**config.mk**
```make
export PLATFORM = sky130hd
export DESIGN_NAME = fifo_rd_ctrl
export DESIGN_NICKNAME = d
export VERILOG_FILES = /design/src/rtl/fifo_rd_ctrl.sv
export SDC_FILE = /design/constraint.sdc
export NUM_CORES = 1
export LEC_CHECK = 0
export BUFFER_PORTS_ARGS = -buffer_cell sky130_fd_sc_hd__buf_4
export CAP_MARGIN = 30
export CELL_PAD_IN_SITES_DETAIL_PLACEMENT = 0
export CELL_PAD_IN_SITES_GLOBAL_PLACEMENT = 1
export CORE_UTILIZATION = 38
export DETAILED_ROUTE_END_ITERATION = 10
export PLACE_DENSITY_LB_ADDON = 0.2
export SETUP_SLACK_MARGIN = 0.3
export SLEW_MARGIN = 40
export SYNTH_ARGS = -nofsm -noshare
export SYNTH_HDL_FRONTEND = slang
export SYNTH_SLANG_ARGS = --single-unit
```
**constraint.sdc**
```tcl
create_clock -name clk_rd -period 3.2 [get_ports clk_rd]
set_input_delay 0.48 -clock clk_rd [delete_from_list [all_inputs] [get_ports clk_rd]]
set_output_delay 0.48 -clock clk_rd [all_outputs]
set_load 0.005 [all_outputs]
```
**src/rtl/fifo_rd_ctrl.sv**
```systemverilog
// fifo_rd_ctrl: read-side controller of the async FIFO (clk_rd domain).
// Synchronizes the Gray write pointer, derives empty/rd_count, issues
// memory reads and turns the 1-cycle registered memory latency into a
// first-word-fall-through valid/ready stream.
// Handshake: a word transfers on a clk_rd edge where data_valid & data_ready;
// data_out/data_valid never depend on data_ready, and data_out holds while
// data_valid & !data_ready.
// Optional: define FIFO_RD_ALMOST_EMPTY_EN to add the registered
// almost_empty output (rd_count <= AE_LEVEL).
module fifo_rd_ctrl #(
    parameter int DATA_WIDTH  = 8,
    parameter int ADDR_WIDTH  = 6,
    parameter int SYNC_STAGES = 2,
    parameter int AE_LEVEL    = 2
) (
    input  logic                  clk_rd,
    input  logic                  rst_rd,
    input  logic [ADDR_WIDTH:0]   wptr_gray_async,
    output logic [ADDR_WIDTH:0]   rptr_gray,
    output logic [ADDR_WIDTH-1:0] raddr,
    output logic                  mem_rd_en,
    input  logic [DATA_WIDTH-1:0] mem_rdata,
    output logic [DATA_WIDTH-1:0] data_out,
    output logic                  data_valid,
    input  logic                  data_ready,
    output logic                  empty,
    output logic [ADDR_WIDTH:0]   rd_count
`ifdef FIFO_RD_ALMOST_EMPTY_EN
    ,
    output logic                  almost_empty
`endif
);

    localparam int PW = ADDR_WIDTH + 1;

    logic [PW-1:0]         sync_q [SYNC_STAGES];
    logic [PW-1:0]         sync_d [SYNC_STAGES];
    logic [PW-1:0]         wsync;
    logic [PW-1:0]         wbin;
    logic [PW-1:0]         rptr_bin_q, rptr_bin_d;
    logic [PW-1:0]         rptr_gray_q, rptr_gray_d;
    logic                  inflight_q, inflight_d;
    logic [1:0]            occ_q, occ_d;
    logic [DATA_WIDTH-1:0] buf_q [2];
    logic [DATA_WIDTH-1:0] buf_d [2];
    logic                  pop;
    logic                  pop_buf;
    logic [2:0]            level;
    logic [1:0]            widx;

    // Write-pointer synchronizer chain: stage 0 samples the async input.
    always_comb begin
        sync_d[0] = wptr_gray_async;
        for (int i = 1; i < SYNC_STAGES; i++) begin
            sync_d[i] = sync_q[i-1];
        end
    end

    // Synchronizer registers.
    always_ff @(posedge clk_rd or posedge rst_rd) begin
        if (rst_rd) begin
            for (int i = 0; i < SYNC_STAGES; i++) sync_q[i] <= '0;
        end else begin
            for (int i = 0; i < SYNC_STAGES; i++) sync_q[i] <= sync_d[i];
        end
    end

    assign wsync = sync_q[SYNC_STAGES-1];

    // Gray to binary: bit i is the XOR of all Gray bits at or above i.
    always_comb begin
        wbin = '0;
        for (int i = 0; i < PW; i++) begin
            wbin[i] = ^(wsync >> i);
        end
    end

    // Status, read issue and return-path bookkeeping.
    // The word returning on mem_rdata (inflight) bypasses straight to
    // data_out when the buffer is empty, so data_valid rises one cycle after
    // the issue. occ counts only stored words; occ + inflight never exceeds 2
    // because an issue is only allowed while that sum (after pop) is below 2.
    always_comb begin
        empty      = (rptr_gray_q == wsync);
        rd_count   = wbin - rptr_bin_q;
        data_valid = (occ_q != 2'd0) | inflight_q;
        data_out   = (occ_q == 2'd0 && inflight_q) ? mem_rdata : buf_q[0];
        pop        = data_valid & data_ready;
        level      = {1'b0, occ_q} + {2'b0, inflight_q} - {2'b0, pop};
        mem_rd_en  = !empty && (level < 3'd2);
        raddr      = rptr_bin_q[ADDR_WIDTH-1:0];
        rptr_gray  = rptr_gray_q;

        rptr_bin_d  = rptr_bin_q + PW'(mem_rd_en);
        rptr_gray_d = rptr_bin_d ^ (rptr_bin_d >> 1);
        inflight_d  = mem_rd_en;
        occ_d       = level[1:0];

        // Pop from the stored buffer (shift head) unless the popped word is
        // the bypassed in-flight one.
        pop_buf  = pop && (occ_q != 2'd0);
        buf_d[0] = buf_q[0];
        buf_d[1] = buf_q[1];
        if (pop_buf) begin
            buf_d[0] = buf_q[1];
        end
        widx = occ_q - {1'b0, pop_buf};
        if (inflight_q && !(pop && occ_q == 2'd0)) begin
            buf_d[widx[0]] = mem_rdata;
        end
    end

    // Read pointer, in-flight flag and output buffer registers.
    always_ff @(posedge clk_rd or posedge rst_rd) begin
        if (rst_rd) begin
            rptr_bin_q  <= '0;
            rptr_gray_q <= '0;
            inflight_q  <= 1'b0;
            occ_q       <= 2'd0;
            buf_q[0]    <= '0;
            buf_q[1]    <= '0;
        end else begin
            rptr_bin_q  <= rptr_bin_d;
            rptr_gray_q <= rptr_gray_d;
            inflight_q  <= inflight_d;
            occ_q       <= occ_d;
            buf_q[0]    <= buf_d[0];
            buf_q[1]    <= buf_d[1];
        end
    end

`ifdef FIFO_RD_ALMOST_EMPTY_EN
    logic ae_q, ae_d;

    // Almost-empty threshold compare, registered.
    always_comb begin
        ae_d = (rd_count <= PW'(AE_LEVEL));
    end

    // Almost-empty register; reset reports almost empty.
    always_ff @(posedge clk_rd or posedge rst_rd) begin
        if (rst_rd) ae_q <= 1'b1;
        else        ae_q <= ae_d;
    end

    assign almost_empty = ae_q;
`endif

endmodule

```
==> results.yml <==
synth:
  ys_ff_latch: 46
  async_reset_ff_share_pct: 100
  synth.most_common_cell: "dfrtp_1"
  synth_area_leaders: "dfrtp_1 51%, mux2_2 8.0%, xnor2_1 6.2%"
  syn_inst: 186
  yosysWarnings: 0
  yosys.area.top_type: "dfrtp_1"
  synth_nets: 216
  ys_seq_area_share_pct: 50.9
  synth_area_sq_um: 2260
  synth_flop_cell: "dfrtp_1"
  synth_top_area_share_pct: 50.9
  avgSynthCellArea_sq_um: 12.2
  synth_common_cells: "46 x dfrtp_1, 16 x inv_1, 16 x mux2_2, 16 x xnor2_1, 11 x xor2_1"
  synth.distinct_cells: 35
  synth_edf_count: 0
setup_path:
  cp-end-kind: "output port"
  crit_fanout: 3
  crit_arrival_ns: 2.93
  cp-startpoint: "wsync[4]$_DFF_PP0_"
  cp.required_ns: 2.72
  crit_type: "flop to output port"
  startpoint_type: "flop"
  r2r-start: "occ_q[1]$_DFF_PP0_"
clock_network:
  clock_latency_ns: 0.30
  htree_levels: 2
  cts_tree: "done"
  clkTransAtPathRegs_ns: 0.09
  cts_hold_buf: 0
  root_buffer: "clkbuf_8"
  cts_buffers: 5
  clk_path_buf_depth: 2
  cts.sinks: 46
flow_run:
  max-cap-violations: 0
sta:
  min_period_ns: 3.41
  hold_ws_ns: 0.226
  hold_violations: 0
  drv_slew: 0
  setup_ws_ns: -0.208
  setup_violations: 4
  worstMarginPinSlew_ns: 0.703
  final.period_utilization_pct: 106
  skew_ns: 0.0119
  relSlewSlack_pct: 53.0
  rsz0062_at_grt: "true"
  tns_ns: -0.423
  fmax_mhz: 293
detailed_routing:
  wl_mm: 4.55
  drcViolationCount: 0
  via_per_inst: 4.69
  ant_nets: 0
  drt_iter0_markers: 47
  first_pass_iters: 4
  num_vias: 1535
  wire_per_inst_um: 13.9
layout:
  antenna_cells: 0
  nets: 284
  drive_gt1_share_pct: 47.8
  final_cells: 327
  fin_area_sq_um: 3140
  multi_input_area_sq_um: 1220
  fill_cells: 512
  area.growth.synth_to_final_pct: 38.8
  layout.area.seq_sq_um: 1150
global_route:
  grt_pass1_vias: 1507
  grt_busiest_layer: "met2"
  grt_util_all_layers_pct: 15.8
  use_met2_pct: 23.5
  use_met1_pct: 22.2
  grt_use_met3_pct: 4.25
  grt_max_degree: 47
  antenna_found_initial: 0
  grt_pass1_wl_mm: 7.47
  overflow: 0
floorplan:
  core_sq_um: 5610
  die_y_um: 79.2
  pin_count: 49
  fp.dieArea_sq_um: 6270
  initial_core_util_pct: 40.4
  fp.dieW_um: 79.2
  placementRows: 27
power_and_ir_drop:
  ir_drop_uv: 549
  leakage_nw: 1.46
  power.density_nw_per_um2: 1020
placement:
  hpwl_mm: 3.20
  post-place-cells: 311
  placed_cell_area_sq_um: 2850
  portBuffers: 48
  place_ws_ns: -0.0357
  place.gp.congestion: 0.711
worst_hold_path:
  holdCritPathClass: "input port to async pin"
run_status:
  outcome: "complete, but fails checks"
  violations: "setup timing"
-- final cells by class --
| cell class | instances | area share, % |
|---|---|---|
| multi-input combinational | 121 | 38.9 |
| sequential | 46 | 36.7 |
| timing repair buffer | 64 | 16.0 |
| tap | 72 | 2.87 |
| clock buffer | 5 | 2.19 |
| inverter | 16 | 1.99 |
| clock inverter | 3 | 1.39 |
-- metrics by stage --
stage | utilization, % | total power [mW]
floorplan | - | 1.91
finish | 56.0 | 3.21
global route | 56.0 | 3.49
detailed placement | 50.8 | 2.54
CTS | 54.6 | 3.12
global placement | 50.7 | 2.53
-- final timing paths --
kind                       slack, ns  depth (start not counted)                      to
max                            -0.21                         12             rd_count[6]
min                             0.23                          2     sync_d[2]$_DFF_PP0_
max reg2reg                     0.01                         14  rptr_gray[5]$_DFF_PP0_
min reg2reg                     0.36                          0      wsync[3]$_DFF_PP0_
max in group asynchronous       2.54                          2      occ_q[1]$_DFF_PP0_
min in group clk_rd             0.28                          1     sync_d[0]$_DFF_PP0_
-- timing repair --
item | CTS | global route
gates cloned | 0 | 0
gates resized for setup | 13 | 8
endpoints found under the setup margin | 13 | 19
setup buffers | 4 | 4
pin swaps | 8 | 6
-- worst max-delay path, cell delays in order (launching register included) --
cell and delay (ns):
dfrtp_1 0.41, xnor3_2 0.43, xnor2_4 0.22, xnor2_2 0.15, xnor2_1 0.14, ha_2 0.20
inv_2 0.04, fa_2 0.34, a21o_1 0.18, a21oi_2 0.18, nand4b_1 0.14, nand3_1 0.07
buf_4 0.14
-- logic make-up (layout without fill, tap and decap cells) --
group                      Yosys count  in the layout  share of synthesized area (%)
and+or+nand+nor                     35             35                           8.62
xor gates and xnor gates            29             29                           12.7
AOI/OAI and AO/OA                   21             21                           5.75
buffers and inverters               19             88                           3.26
muxes                               24             24                           11.5
DFF                                 46             46                           50.9
adders and majority gates           12             12                           7.30
-- cell usage in the layout (no fill, tap or decap), drive strengths merged, types with 3 or more instances in the layout --
cell type / instances
a21oi: 3
ha: 10
mux2i: 8
mux2: 16
nand2: 9
xnor2: 17
nor3: 6
dfrtp: 46
buf: 64
nor2b: 3
nand3: 3
clkbuf: 5
o21ai: 10
xor2: 11
inv: 17
-- report_power, final --
part	leakage, nW	switching [mW]	internal (mW)
registers	0.553	0.190	0.793
logic	0.847	0.770	1.02
clock network	0.0585	0.201	0.234
-- metal layers --
| layer | part of all wire (%) | wire length [um] |
|---|---|---|
| met2 | 47 | 2130 |
| met5 | 0 | 0 |
| met3 | 3.8 | 171 |
| met4 | 1.0 | 47 |
| met1 | 48 | 2200 |
Note: power is estimated with default switching activity, not from simulation.
